File: src/rtl/mem_arb_pkg.sv
// Shared types and defaults for the unified code/data memory port arbiter.
// Imported by the arbiter top and its priority/starvation sub-block.
package mem_arb_pkg;

  typedef enum logic [1:0] {
    IDLE,
    WAIT,
    RESP
  } arb_state_t;

  typedef enum logic {
    REQ_IF,
    REQ_D
  } requester_t;

  localparam int DEF_MEM_LAT    = 1;
  localparam int DEF_STARVE_MAX = 4;

endpackage

File: src/rtl/arb_priority_starve.sv
// Fixed data-over-fetch priority with a starvation limit for fetch.
// Holds the count of consecutive data grants taken while fetch waits.
module arb_priority_starve
  import mem_arb_pkg::*;
#(
  parameter int STARVE_MAX = DEF_STARVE_MAX
) (
  input  logic clk,
  input  logic rst,
  input  logic arb_en,
  input  logic if_req,
  input  logic d_req,
  output logic gnt_if,
  output logic gnt_d
);

  localparam int CW = $clog2(STARVE_MAX + 1);

  if (STARVE_MAX < 1) begin : g_bad_starve
    $error("STARVE_MAX must be >= 1");
  end

  logic [CW-1:0] starve_cnt;
  logic          starved;

  assign starved = (starve_cnt == CW'(STARVE_MAX));

  // Data wins unless fetch has been passed over STARVE_MAX times in a row.
  always_comb begin
    gnt_if = 1'b0;
    gnt_d  = 1'b0;
    if (arb_en) begin
      if (d_req && !(if_req && starved)) begin
        gnt_d = 1'b1;
      end else if (if_req) begin
        gnt_if = 1'b1;
      end
    end
  end

  // Count data grants that overtake a waiting fetch, saturating at the limit.
  always_ff @(posedge clk) begin
    if (rst) begin
      starve_cnt <= '0;
    end else if (!if_req || gnt_if) begin
      starve_cnt <= '0;
    end else if (gnt_d && !starved) begin
      starve_cnt <= starve_cnt + CW'(1);
    end
  end

endmodule

File: src/rtl/mem_port_arbiter.sv
// Shares one single-ported memory between fetch and load/store requesters.
// One outstanding transaction; fixed data priority with fetch anti-starvation.
module mem_port_arbiter
  import mem_arb_pkg::*;
#(
  parameter int ADDR_W     = 32,
  parameter int DATA_W     = 32,
  parameter int MEM_LAT    = DEF_MEM_LAT,
  parameter int STARVE_MAX = DEF_STARVE_MAX
) (
  input  logic                clk,
  input  logic                rst,
  input  logic                if_req,
  input  logic [ADDR_W-1:0]   if_addr,
  output logic                if_gnt,
  output logic                if_rvalid,
  output logic [DATA_W-1:0]   if_rdata,
  input  logic                d_req,
  input  logic                d_we,
  input  logic [ADDR_W-1:0]   d_addr,
  input  logic [DATA_W-1:0]   d_wdata,
  input  logic [DATA_W/8-1:0] d_wstrb,
  output logic                d_gnt,
  output logic                d_rvalid,
  output logic [DATA_W-1:0]   d_rdata,
  output logic                mem_req,
  output logic                mem_we,
  output logic [ADDR_W-1:0]   mem_addr,
  output logic [DATA_W-1:0]   mem_wdata,
  output logic [DATA_W/8-1:0] mem_wstrb,
  input  logic [DATA_W-1:0]   mem_rdata,
  output logic                busy
);

  localparam int LW = (MEM_LAT > 1) ? $clog2(MEM_LAT) : 1;

  if (MEM_LAT < 1) begin : g_bad_lat
    $error("MEM_LAT must be >= 1");
  end

  arb_state_t        state;
  arb_state_t        state_nx;
  logic [LW-1:0]     lat_cnt;
  logic [LW-1:0]     lat_nx;
  requester_t        owner;
  logic              owner_we;
  logic [DATA_W-1:0] if_rdata_q;
  logic [DATA_W-1:0] d_rdata_q;
  logic              busy_q;
  logic              arb_en;
  logic              gnt_if;
  logic              gnt_d;
  logic              grant;
  logic              cap;
  logic              resp;

  assign arb_en = !rst && (state != WAIT);
  assign grant  = gnt_if | gnt_d;
  assign cap    = (state == WAIT) && (lat_cnt == '0);
  assign resp   = !rst && (state == RESP);

  arb_priority_starve #(
    .STARVE_MAX(STARVE_MAX)
  ) u_prio (
    .clk   (clk),
    .rst   (rst),
    .arb_en(arb_en),
    .if_req(if_req),
    .d_req (d_req),
    .gnt_if(gnt_if),
    .gnt_d (gnt_d)
  );

  // Next state: grant from IDLE/RESP, count out the memory latency in WAIT.
  always_comb begin
    state_nx = state;
    lat_nx   = lat_cnt;
    unique case (state)
      IDLE, RESP: begin
        if (grant) begin
          state_nx = WAIT;
          lat_nx   = LW'(MEM_LAT - 1);
        end else begin
          state_nx = IDLE;
        end
      end
      WAIT: begin
        if (cap) begin
          state_nx = RESP;
        end else begin
          lat_nx = lat_cnt - LW'(1);
        end
      end
      default: state_nx = IDLE;
    endcase
  end

  // State, latency counter, busy flag and the owner of the open transaction.
  always_ff @(posedge clk) begin
    if (rst) begin
      state    <= IDLE;
      lat_cnt  <= '0;
      busy_q   <= 1'b0;
      owner    <= REQ_IF;
      owner_we <= 1'b0;
    end else begin
      state   <= state_nx;
      lat_cnt <= lat_nx;
      busy_q  <= (state_nx != IDLE);
      if (grant) begin
        owner    <= gnt_d ? REQ_D : REQ_IF;
        owner_we <= gnt_d & d_we;
      end
    end
  end

  // Capture read data for the owner; a store completes with zero data.
  always_ff @(posedge clk) begin
    if (rst) begin
      if_rdata_q <= '0;
      d_rdata_q  <= '0;
    end else if (cap) begin
      if (owner == REQ_D) begin
        d_rdata_q <= owner_we ? '0 : mem_rdata;
      end else begin
        if_rdata_q <= mem_rdata;
      end
    end
  end

  // Steer the winner's request fields onto the memory port.
  always_comb begin
    mem_we    = 1'b0;
    mem_addr  = '0;
    mem_wdata = '0;
    mem_wstrb = '0;
    unique case (1'b1)
      gnt_d: begin
        mem_we    = d_we;
        mem_addr  = d_addr;
        mem_wdata = d_wdata;
        mem_wstrb = d_wstrb;
      end
      gnt_if: begin
        mem_addr = if_addr;
      end
      default: ;
    endcase
  end

  assign if_gnt    = gnt_if;
  assign d_gnt     = gnt_d;
  assign mem_req   = grant;
  assign if_rvalid = resp && (owner == REQ_IF);
  assign d_rvalid  = resp && (owner == REQ_D);
  assign if_rdata  = rst ? '0 : if_rdata_q;
  assign d_rdata   = rst ? '0 : d_rdata_q;
  assign busy      = busy_q && !rst;

endmodule

File: config.mk
export PLATFORM = sky130hd
export DESIGN_NAME = mem_port_arbiter
export DESIGN_NICKNAME = d
export VERILOG_FILES = /design/src/rtl/mem_arb_pkg.sv /design/src/rtl/arb_priority_starve.sv /design/src/rtl/mem_port_arbiter.sv
export SDC_FILE = /design/constraint.sdc
export NUM_CORES = 1
export LEC_CHECK = 0
export ABC_AREA = 1
export CAP_MARGIN = 20
export CORE_UTILIZATION = 33
export CTS_CLUSTER_DIAMETER = 80
export CTS_CLUSTER_SIZE = 28
export DETAILED_ROUTE_END_ITERATION = 7
export PLACE_DENSITY_LB_ADDON = 0.1
export SLEW_MARGIN = 20
export SYNTH_ARGS = -nofsm -noshare
export SYNTH_HDL_FRONTEND = slang
export SYNTH_SLANG_ARGS = --single-unit
export TNS_END_PERCENT = 100
File: constraint.sdc
create_clock -name clk -period 2.01 [get_ports clk]
set_input_delay 0.603 -clock clk [delete_from_list [all_inputs] [get_ports clk]]
set_output_delay 0.603 -clock clk [all_outputs]
set_load 0.01 [all_outputs]
; Word level (Yosys, flattened, before mapping)
; Index checks and enable logic that the tools add are counted.
[totals]
output_inout_bits = 139
word_cells = 61
input_bits = 137
reg_bits = 73
[classes]
bitwise_logic = 4
mux = 19
reduce_logical = 22
n_addsub = 2
n_eq_ne = 6
[ops]
columns = cell, count
row1 = two-way mux 32 bit, 4
row2 = one-hot mux 32 bit (2 select lines), 1
row3 = two-way mux 1 bit, 10
row4 = logical AND 1 bit, 9
row5 = zero test 1 bit, 4
row6 = two-way mux 4 bit, 1
row7 = "inequality test 2 bit, second input constant", 2
row8 = one-hot mux 2 bit (2 select lines), 1
row9 = AND reduction 2 bit, 2
row10 = nonzero test 2 bit, 2
row11 = OR reduction 2 bit, 2
row12 = "adder 3 x 1 -> 3 bit, second input constant", 1
row13 = "== test 3 bit, second input constant", 1
row14 = AND reduction 3 bit, 1
row15 = "== test 2 x 1 -> 1 bit, second input constant", 1
row16 = "== test 2 bit, second input constant", 1
row17 = zero test 2 bit, 1
row18 = two-way mux 2 bit, 1
row19 = "inequality test 2 x 1 -> 1 bit, second input constant", 1
row20 = inverter 1 bit, 2
row21 = one-hot mux 1 bit (2 select lines), 1
row22 = bitwise AND 1 bit, 1
row23 = logical OR 1 bit, 1
row24 = OR 1 bit, 1
row25 = "subtractor 1 bit, second input constant", 1

; Depth between registers and ports, before layout
; Gate-level depths: netlist of the first run.
[depth]
ltp_word = 10
ltp_mapped = 9
mapped_depth_nobuf = 8

; Cells and area by module
; A second synthesis of the first run with hierarchy kept.
[hier_totals]
cells_unflattened = 738
area_unflattened_um2 = 4342.9
[by_module_without_submodules]
columns = mod, instances, area_each_um2, cells_each
row1 = mem_port_arbiter, 1, 4131.5, 704
row2 = arb_priority_starve, 1, 211.5, 34

; Worst setup path after synthesis of the first run
; Ideal clock, no wire load.
[synth_path]
kind = input to output
startpoint = input port rst
endpoint = output port mem_addr[0]
required_time_ps = 1407
cell_stages = 8
t_arrival_ps = 1349
path_slack_ps = 58
cell_sequence = buf_6 inv_2 nand2_1 nor2_1 buf_4 buf_6 nand2_1 nand2_1
[synth_via]
elab_chain_cells = 4
word_cells_on_any_way = 5
cone_classes = mux (3) / reduce/logical (2)
[synth_rtl]
columns = item, line
row1 = start: declaration, mem_port_arbiter.sv:12  ; input logic rst,
row2 = zero test 1 bit *, mem_port_arbiter.sv:57  ; assign arb_en = !rst && (state != WAIT);
row3 = logical AND 1 bit *, mem_port_arbiter.sv:57
row4 = two-way mux 1 bit, arb_priority_starve.sv:32  ; if (arb_en) begin
row5 = one-hot mux 32 bit (2 select lines) *, mem_port_arbiter.sv:137  ; unique case (1'b1)
row6 = end: declaration, mem_port_arbiter.sv:28  ; output logic [ADDR_W-1:0] mem_addr,
; Mark *: on every way between the ends. The rest lies on a longest branch, timed or not.

; Final worst setup path of the first run
[layout_path]
startpoint = input port d_req
endpoint = output port mem_wdata[24]
[layout_via]
elab_chain_cells = 4
[layout_rtl]
columns = item, line
row1 = start: declaration, mem_port_arbiter.sv:18  ; input logic d_req,
row2 = logical AND 1 bit, arb_priority_starve.sv:33  ; if (d_req && !(if_req && starved)) begin
row3 = two-way mux 1 bit, arb_priority_starve.sv:33
row4 = two-way mux 1 bit, arb_priority_starve.sv:32
row5 = two-way mux 32 bit, mem_port_arbiter.sv:137
row6 = end: declaration, mem_port_arbiter.sv:29  ; output logic [DATA_W-1:0] mem_wdata,
; No other way between the ends.

==> results of run 1 <==
## report_power, final
group	switching, mW	internal, mW
clock	0.625	0.875
combinational	0.746	0.791
sequential	0.0358	1.57
## flip-flops by register name, summed over array words and instances, names as in the netlist
| register | count |
|---|---|
| lat_cnt | 1 |
| owner_we | 1 |
| owner | 1 |
| d_rdata_q | 32 |
| busy_q | 1 |
| if_rdata_q | 32 |
| state | 2 |
| u_prio.starve_cnt | 3 |
## stage by stage
stage / cells / hold WS [ns] / worst slack (ns)
after floorplan: 627 / 0.430 / 0.0578
after global placement: 1050 / 0.442 / -0.910
after detailed placement: 1050 / 0.445 / -0.948
after CTS: 1107 / 0.455 / -0.359
after global routing: 1112 / 0.476 / -0.422
final: 1112 / 0.453 / -0.366
## logic make-up after synthesis
family,after synthesis
AND/OR/NAND/NOR,265
AO/OA/AOI/OAI,103
flip-flops,73
buffers and inverters,183
adder cells (fa/ha/maj),2
XOR/XNOR,1
## layout by cell type (no fill, tap or decap), types with 2 or more instances in the layout
cell and n:
a21oi_1 35, a21oi_2 3, buf_12 11, buf_16 8, buf_2 99, buf_4 41
buf_6 54, buf_8 3, clkbuf_16 11, clkbuf_2 5, clkdlybuf4s15_1 4, clkdlybuf4s50_1 133
clkinv_4 2, clkinvlp_4 3, dfxtp_1 71, dfxtp_2 2, inv_1 138, inv_2 4
nand2_1 94, nand2_2 28, nand2_4 23, nand3_1 8, nand3_4 2, nor2_1 52
nor2_2 32, nor2_4 23, o21ai_0 22, o21ai_1 10, o31ai_1 2, o31ai_2 30
## path summary, 6_finish.rpt
| kind | from | to | cells past startpoint |
|---|---|---|---|
| min reg2reg | if_rdata_q[27] | if_rdata_q[27] | 2 |
| max | d_req | mem_wdata[24] | 7 |
| min | if_rdata_q[27] | if_rdata_q[27] | 2 |
| max reg2reg | u_prio.starve_cnt[0] | u_prio.starve_cnt[0] | 18 |
## worst reg2reg max path, stage by stage (launching register included)
cell and delay (ns):
dfxtp_2 0.32, inv_2 0.07, ha_4 0.17, nand2_4 0.06, a21boi_2 0.14, nand2_2 0.09
buf_4 0.15, buf_6 0.10, buf_6 0.10, buf_6 0.10, buf_6 0.10, buf_6 0.10
buf_6 0.10, buf_6 0.10, buf_6 0.10, buf_6 0.10, buf_6 0.10, nand3_4 0.07
a21oi_2 0.04
## cell usage after synthesis (all sizes together)
library cell | instances | area, um^2
nand4 | 1 | 12.5
a21oi | 38 | 190
inv | 144 | 541
buf | 28 | 203
dfxtp | 73 | 1460
nand2 | 145 | 562
ha | 2 | 25.0
nor2 | 108 | 422
a21boi | 1 | 7.51
or2 | 1 | 6.26
o21ai | 32 | 160
clkbuf | 11 | 41.3
nand3 | 10 | 50.1
o31ai | 32 | 390
xor2 | 1 | 8.76
## cell type report
class,instances,share of cell area (%)
timing repair buffer,361,41.0
multi-input combinational,371,28.8
sequential,73,17.8
inverter,144,6.66
clock buffer,11,2.95
tap,147,2.24
clock inverter,5,0.487
## repair_timing
item	4_1_cts	5_1_grt
endpoints found under the setup margin	139	115
endpoints found under the hold margin	0	0
gates resized for setup	679	136
pin swaps	11	14
setup buffers	30	17
gates cloned	12	2
## routing by layer
metal | GRT usage (%) | part of all wire, %
met5 | 0 | 0
met4 | 7.98 | 2.3
met3 | 5.95 | 6.8
met2 | 45.8 | 52
met1 | 26.8 | 39
==> results_dict.tcl, run 1 <==
set metrics [dict create \
    crit_family "buffers and inverters" \
    yosys-mux-area-fraction_pct 0 \
    synth_top_family_by_area "simple AND/OR/NAND/NOR gates" \
    slowest_delay_ns 0.32 \
    power.density_nw_per_um2 564 \
    wirelength_um 16500 \
    die_h_um 113 \
    viasPerCell 4.55 \
    row_count 40 \
    tightest_slew_ns 0.418 \
    cts_tree "built" \
    syn_nets 766 \
    cts.sinks 73 \
    cp_slowest_cell "clkdlybuf4s15_1" \
    crit_type "primary input to primary output" \
    crit_top_cell "buf_6" \
    total_power_mw 4.64 \
    place.gp.congestion 0.746 \
    hp-class "flop to flop" \
    grt_pass1_vias 4811 \
    initial_utilization_pct 34.0 \
    critPathLaunchType "primary input" \
    finalCriticalPeriod_ns 2.38 \
    synthAdderAreaFrac_pct 0.613 \
    rsz0062_at_grt "true" \
    cp_cell_sequence "clkdlybuf4s15_1, nand4_4, buf_6, buf_6, buf_12, nor2_4, buf_6" \
    synth_seq_cells 73 \
    path_max_fanout 6 \
    final_util_pct 68.5 \
    die_x_um 113 \
    multiInputGateArea_um2 2370 \
    yosysSeqAreaShare_pct 35.8 \
    synthDistinctLibCells 23 \
    arrival_ns 1.77 \
    synth_compound_area_share_pct 18.3 \
    grt-ovfl-total 0 \
    postSynthCellCount 627 \
    drive_gt1_share_pct 40.7 \
    ant_nets 0 \
    nets 1099 \
    htreeDepth 3 \
    finalHoldViolations 0 \
    synthSimpleGateAreaFrac_pct 25.8 \
    maxSlewHeadroom_pct 72.1 \
    port_buffers 275 \
    violations "setup timing" \
    grt_antenna_before_repair 0 \
    track_usage_pct 24.4 \
    grt_first_pass_wirelength_um 24600 \
    ioPinCount 276 \
    first_pass_iters 4 \
    final_area_um2 8230 \
    fin_setup_tns_ns -19.12 \
    area.sequential_um2 1460 \
    leakage_nw 4.06 \
    drcViolationCount 0 \
    peakVddDrop_uv 476 \
    fin_crit_sh_pct 118 \
    clockBufferDepth 2 \
    cp-end-kind "primary output" \
    design.die.area_um2 12800 \
    status "finished, violations left" \
    path_clk_slew_ns 0.06 \
    grt_max_degree 49 \
    synth.avg_cell_area_um2 6.51 \
    drt_iter0_drc 138 \
    reg2reg_slack_ns -0.23 \
    setup_viol 75 \
    fmax_mhz 421 \
    dpl-instance-area_um2 7170 \
    core_area_um2 12000 \
    synth_xor_area_share_pct 0.215 \
    cp_num_buf_inv 5 \
    fillers 1034 \
    synth_area_um2 4080 \
    cts-root-buf "clkbuf_16" \
    cts_buffers 9 \
    num_vias 5062 \
    diodes 0 \
    dpl.hpwl_um 10600 \
    holdBufCountCts 0 \
    drv_slew 0 \
    ys_warn_count 0 \
    fin_skew_ns 0.00685 \
    required_ns 1.41 \
    routedWlPerCell_um 14.8 \
    area_growth_pct 102 \
    fin_ws_ns -0.366 \
    clk_latency_ns 0.33 \
    cap_viol_max_count 0 \
]
(Power assumes the default switching activity.)
==> inputs of run 2 (changes only) <==
--- a/config.mk
+++ b/config.mk
@@ -11,6 +11,7 @@
 export CTS_CLUSTER_DIAMETER = 80
 export CTS_CLUSTER_SIZE = 28
 export DETAILED_ROUTE_END_ITERATION = 7
+export GPL_ROUTABILITY_DRIVEN = 0
 export PLACE_DENSITY_LB_ADDON = 0.1
 export SLEW_MARGIN = 20
 export SYNTH_ARGS = -nofsm -noshare
==> results of run 2 <==
Same layout as run 1: the final DEF is identical, and so are final timing and power.
